[src/rtl/xalu_pkg.sv]
// Shared definitions for the nibble sequencer: function codes, FSM state type
// and the pass-order helper.
package xalu_pkg;

    localparam logic [2:0] FN_ADD   = 3'd0;
    localparam logic [2:0] FN_AND   = 3'd1;
    localparam logic [2:0] FN_OR    = 3'd2;
    localparam logic [2:0] FN_XOR   = 3'd3;
    localparam logic [2:0] FN_PASSA = 3'd4;
    localparam logic [2:0] FN_PASSB = 3'd5;
    localparam logic [2:0] FN_SHR   = 3'd6;
    localparam logic [2:0] FN_SHL   = 3'd7;

    typedef enum logic [1:0] {
        IDLE = 2'd0,
        P1   = 2'd1,
        P2   = 2'd2,
        DONE = 2'd3
    } xseq_state_t;

    // High nibble goes first for right shifts so the shift bit ripples downward.
    function automatic logic hi_pass(input xseq_state_t st, input logic [2:0] fn);
        logic hi;
        case (st)
            P1:      hi = (fn == FN_SHR);
            P2:      hi = (fn != FN_SHR);
            default: hi = 1'b0;
        endcase
        return hi;
    endfunction

endpackage

[src/rtl/xalu_nibble_seq.sv]
// Two-pass 8-bit sequencer around a 4-bit ALU slice.
// Optional XALU_SEQ_ACC_EN adds acc_sel to feed the previous result back as operand A.
module xalu_nibble_seq
    import xalu_pkg::*;
(
    input  logic       clk,
    input  logic       rst_n,
    input  logic       start,
    input  logic [7:0] op_a,
    input  logic [7:0] op_b,
    input  logic [2:0] func,
    input  logic       cin,
    input  logic       com,
`ifdef XALU_SEQ_ACC_EN
    input  logic       acc_sel,
`endif
    output logic       busy,
    output logic       done,
    output logic [7:0] result,
    output logic       cout,
    output logic       zero,
    output logic       equ,
    output logic [3:0] alu_a,
    output logic [3:0] alu_b,
    output logic [2:0] alu_f,
    output logic       alu_ci_left,
    output logic       alu_ci_right,
    output logic       alu_com,
    input  logic [3:0] alu_d,
    input  logic       alu_co_left,
    input  logic       alu_co_right,
    input  logic       alu_equ
);

    xseq_state_t state_r, next_state_s;

    logic [7:0] a_r, b_r, result_r, res_s, op_a_sel_s;
    logic [3:0] nib_r;
    logic [2:0] func_r;
    logic       cin_r, com_r, link_r, equ_p1_r;
    logic       cout_r, zero_r, equ_r, busy_r, done_r;
    logic       hi_s, chain_s, carry_out_s;

`ifdef XALU_SEQ_ACC_EN
    assign op_a_sel_s = acc_sel ? result_r : op_a;
`else
    assign op_a_sel_s = op_a;
`endif

    // Next-state logic: only IDLE waits on start, the rest walk forward.
    always_comb begin
        next_state_s = state_r;
        case (state_r)
            IDLE: begin
                if (start) begin
                    next_state_s = P1;
                end else begin
                    next_state_s = IDLE;
                end
            end
            P1:      next_state_s = P2;
            P2:      next_state_s = DONE;
            DONE:    next_state_s = IDLE;
            default: next_state_s = IDLE;
        endcase
    end

    // State register with registered busy/done decoded from the next state.
    always_ff @(posedge clk or negedge rst_n) begin
        if (!rst_n) begin
            state_r <= IDLE;
            busy_r  <= 1'b0;
            done_r  <= 1'b0;
        end else begin
            state_r <= next_state_s;
            busy_r  <= (next_state_s == P1) || (next_state_s == P2);
            done_r  <= (next_state_s == DONE);
        end
    end

    // Slice drive: nibble select plus carry-in routing for the active pass.
    always_comb begin
        alu_a        = 4'h0;
        alu_b        = 4'h0;
        alu_f        = 3'd0;
        alu_com      = 1'b0;
        alu_ci_left  = 1'b0;
        alu_ci_right = 1'b0;
        hi_s         = hi_pass(state_r, func_r);
        chain_s      = (state_r == P1) ? cin_r : link_r;
        if ((state_r == P1) || (state_r == P2)) begin
            alu_a   = hi_s ? a_r[7:4] : a_r[3:0];
            alu_b   = hi_s ? b_r[7:4] : b_r[3:0];
            alu_f   = func_r;
            alu_com = com_r;
            case (func_r)
                FN_ADD, FN_SHL: alu_ci_right = chain_s;
                FN_SHR:         alu_ci_left  = chain_s;
                default:        alu_ci_left  = 1'b0;
            endcase
        end else begin
            alu_a = 4'h0;
            alu_b = 4'h0;
        end
    end

    // Carry leaving the slice and the assembled result for the closing pass.
    always_comb begin
        case (func_r)
            FN_ADD, FN_SHL: carry_out_s = alu_co_left;
            FN_SHR:         carry_out_s = alu_co_right;
            default:        carry_out_s = 1'b0;
        endcase
        if (func_r == FN_SHR) begin
            res_s = {nib_r, alu_d};
        end else begin
            res_s = {alu_d, nib_r};
        end
    end

    // Operand latch, per-pass capture and result/flag update at the end of P2.
    always_ff @(posedge clk or negedge rst_n) begin
        if (!rst_n) begin
            a_r      <= 8'h00;
            b_r      <= 8'h00;
            func_r   <= FN_ADD;
            cin_r    <= 1'b0;
            com_r    <= 1'b0;
            nib_r    <= 4'h0;
            link_r   <= 1'b0;
            equ_p1_r <= 1'b0;
            result_r <= 8'h00;
            cout_r   <= 1'b0;
            zero_r   <= 1'b1;
            equ_r    <= 1'b0;
        end else begin
            case (state_r)
                IDLE: begin
                    if (start) begin
                        a_r    <= op_a_sel_s;
                        b_r    <= op_b;
                        func_r <= func;
                        cin_r  <= cin;
                        com_r  <= com;
                    end
                end
                P1: begin
                    nib_r    <= alu_d;
                    link_r   <= carry_out_s;
                    equ_p1_r <= alu_equ;
                end
                P2: begin
                    result_r <= res_s;
                    cout_r   <= carry_out_s;
                    zero_r   <= (res_s == 8'h00);
                    equ_r    <= equ_p1_r & alu_equ;
                end
                default: begin
                    nib_r <= nib_r;
                end
            endcase
        end
    end

    assign busy   = busy_r;
    assign done   = done_r;
    assign result = result_r;
    assign cout   = cout_r;
    assign zero   = zero_r;
    assign equ    = equ_r;

endmodule
[config.mk]
export PLATFORM = sky130hd
export DESIGN_NAME = xalu_nibble_seq
export DESIGN_NICKNAME = d
export VERILOG_FILES = /design/src/rtl/xalu_pkg.sv /design/src/rtl/xalu_nibble_seq.sv
export SDC_FILE = /design/constraint.sdc
export NUM_CORES = 1
export LEC_CHECK = 0
export ABC_AREA = 1
export ABC_CLOCK_PERIOD_IN_PS = 1800
export CORE_MARGIN = 3
export CORE_UTILIZATION = 48
export CTS_BUF_LIST = sky130_fd_sc_hd__clkbuf_2
export CTS_CLUSTER_DIAMETER = 60
export DETAILED_ROUTE_END_ITERATION = 10
export PLACE_DENSITY = 0.81
export SYNTH_ARGS = -nofsm -noshare
export SYNTH_HDL_FRONTEND = slang
export SYNTH_SLANG_ARGS = --single-unit
[constraint.sdc]
create_clock -name clk -period 1.8 [get_ports clk]
set_input_delay 0.54 -clock clk [delete_from_list [all_inputs] [get_ports clk]]
set_output_delay 0.54 -clock clk [all_outputs]
set_load 0.01 [all_outputs]
==> results.yml <==
placed_design:
  io_buffers: 57
  place.gp.congestion: 0.7449
  dp_hpwl_um: 3121
  pre_cts_slack_ps: -557.6
flow_run:
  maxCapViolCount: 0
finish:
  fillCellCount: 268
  n_antenna_cell: 0
  multiInputGateArea_um2: 875.8
  regArea_mm2: 0.001052
  finalNetCount: 327
  syn2layout_area_growth_pct: 48.41
  final_layout_size_suffix_gt1_frac: 0.3562
  final_util: 0.7588
floorplanning:
  die_x_um: 69.38
  die_h_um: 69.38
  dieArea_mm2: 0.004814
  initial_core_util: 0.5113
  core_mm2: 0.003771
  pin_count: 58
  std_cell_rows: 22
setup_path:
  reg2regPathDepth: 6
  crit_start: "state_r[0]$_DFF_PN0_"
  reg2reg_to: "busy$_DFF_PN0_"
  cp.required_ps: 1260
  rrSetupSlack_ps: 230
  crit_arrival_ps: 1840
  critPathKind: "register to primary output"
  critical_path.max_fanout: 5
  crit_end: "alu_a[0]"
  end_kind: "primary output"
  critPathLaunchType: "register"
  crit-reg2reg-launch: "state_r[0]$_DFF_PN0_"
power_and_ir_drop:
  p_leak_nw: 1.426
  ir_drop_v: 0.001100
  powerDensity_mw_per_mm2: 1848
  fin_total_pwr_mw: 5.289
routing:
  wl_met1_um: 1833
  wl_um: 4648
  avgRoutedWirePerCell_um: 13.67
  antenna_left: 0
  vias_per_cell: 5.015
  dr_wl_met2_um: 2399
  wl_met3_um: 327
  top_layer_used: "met4"
  drt_iter0_drc: 60
  drc: 0
  drtPass1Iterations: 4
  num_vias: 1705
logic_synthesis:
  synthDominantCellAreaShare: 0.5321
  yosysTopAreaCell: "dfrtp_1"
  synth_cell_types: 20
  synth_area_mm2: 0.001928
  yosysWarningCount: 0
  syn_area_per_cell_um2: 9.451
  ys_seq_area_frac: 0.5457
  ys_top_cells_by_area: "dfrtp_1, mux2_2, nand2_1"
  syn_inst: 204
  ys_ff_latch: 42
  syn_nets: 240
timing:
  relSlewSlack: 0.8011
  fin_crit_sh: 1.320
  rsz0062_at_grt: "yes"
  min_period_ps: 2377
  fmax_mhz: 420.8
  tightest_slew_ps: 295.2
  tns_ps: -6730
  hold_viol_final: 0
  setup_viol: 14
  finClkSkew_ps: 15.46
  fin_ws_ps: -576.7
  slew_viol_final: 0
global_route:
  grt_pass1_vias: 1693
  antenna_found_initial: 0
  grt_pass1_wl_um: 7500
  track_usage: 0.1957
  grt_max_degree: 43
  grt_remaining_overflow: 0
cts:
  cts_hold_buf: 0
  cts_root_buf: "clkbuf_2"
  cts.htree.levels: 2
  clock-sinks: 42
  cts_buffers: 5
  clk_path_buf_depth: 2
  worstSkewPairLatency_ps: 400
  clk_pin_slew_ps: 200
  cts_tree: "yes"
status:
  status: "complete, but fails checks"
  violations: "negative setup slack"
min_path:
  hold_class: "input port to async pin"
repair_timing:
action | CTS | global route
buffers inserted | 8 | 3
cloned | 1 | 0
setup endpoints to repair | 27 | 15
resized for setup | 88 | 27
pin swaps | 3 | 9
final cells by class:
class	instances	area share
Sequential cell	42	0.3677
Tap cell	48	0.02099
Clock inverter	2	0.003061
Inverter	18	0.02536
Timing Repair Buffer	86	0.2663
Multi-Input combinational cell	138	0.3061
Clock buffer	6	0.01049
power by group:
group,internal [mW],leakage [nW],switching [mW],total [mW]
registers,1.40,0.504,0.248,1.65
clock network,0.0955,0.0304,0.294,0.389
logic,1.62,0.892,1.63,3.25
cells in the mapped netlist, drive strengths merged:
library cell / instances
nand2: 53
dfrtp: 41
o21ai: 26
nor2: 25
mux2: 20
inv: 18
buf: 5
ha: 5
nand3: 5
clkbuf: 2
a21oi: 1
a31oi: 1
dfstp: 1
nand3b: 1
cells in the final DEF, fill, tap and decap left out, types with 3 or more instances in the layout:
cell,n
buf_2,11
buf_4,23
buf_6,7
clkbuf_2,7
clkdlybuf4s50_1,29
dfrtp_1,41
dlygate4sd2_1,12
inv_1,8
inv_2,8
mux2_2,20
nand2_1,47
nand2_4,4
nand3_1,4
nor2_1,19
nor2_2,6
o21ai_0,19
o21ai_1,3
o21ai_2,4
flip-flops by register name (all words and copies together) (netlist names), 2 cells and up:
name	cells
a_r	8
b_r	8
result	8
nib_r	4
func_r	3
state_r	2
routing by layer:
metal,global-route usage,up-vias
li1,-,831
met1,0.2314,810
met2,0.3326,56
met3,0.07101,8
met4,0.05857,0
met5,0,-
worst max-delay path: stages, from the launching register on:
cell and delay [ps]:
dfrtp_1 470, inv_2 110, ha_2 210, nand2_4 70, o21ai_4 110, buf_4 160, o21ai_2 50, nor2_1 100
buf_2 140
worst min-delay path by stage:
stage,start,endpoint,cells past startpoint
CTS,rst_n,a_r[7]$_DFFE_PN0P_,2
global placement,equ_p1_r$_DFFE_PN0P_,equ_p1_r$_DFFE_PN0P_,2
detailed placement,zero$_DFFE_PN1P_,zero$_DFFE_PN1P_,2
global route,rst_n,result[3]$_DFFE_PN0P_,2
floorplan,rst_n,a_r[0]$_DFFE_PN0P_,0
finish,rst_n,done$_DFF_PN0_,2
per-stage QoR:
stage	std cells	cell area, um^2	hold WS (ps)
5_1_grt	340	2861	42.13
3_5_place_dp	320	2675	460.4
2_1_floorplan	204	1928	244.4
6_report	340	2861	57.03
4_1_cts	337	2758	52.04
3_3_place_gp	320	2675	455.3
kinds of logic after synthesis:
logic type                 Yosys count  share of synthesized area
DFF                                 42                     0.5457
buffers and inverters               25                    0.05516
adders and majority gates            5                    0.03245
AOI/OAI and AO/OA                   28                    0.07723
and+or+nand+nor                     84                     0.1726
muxes                               20                     0.1168
Power figures use the tool's default switching activity.
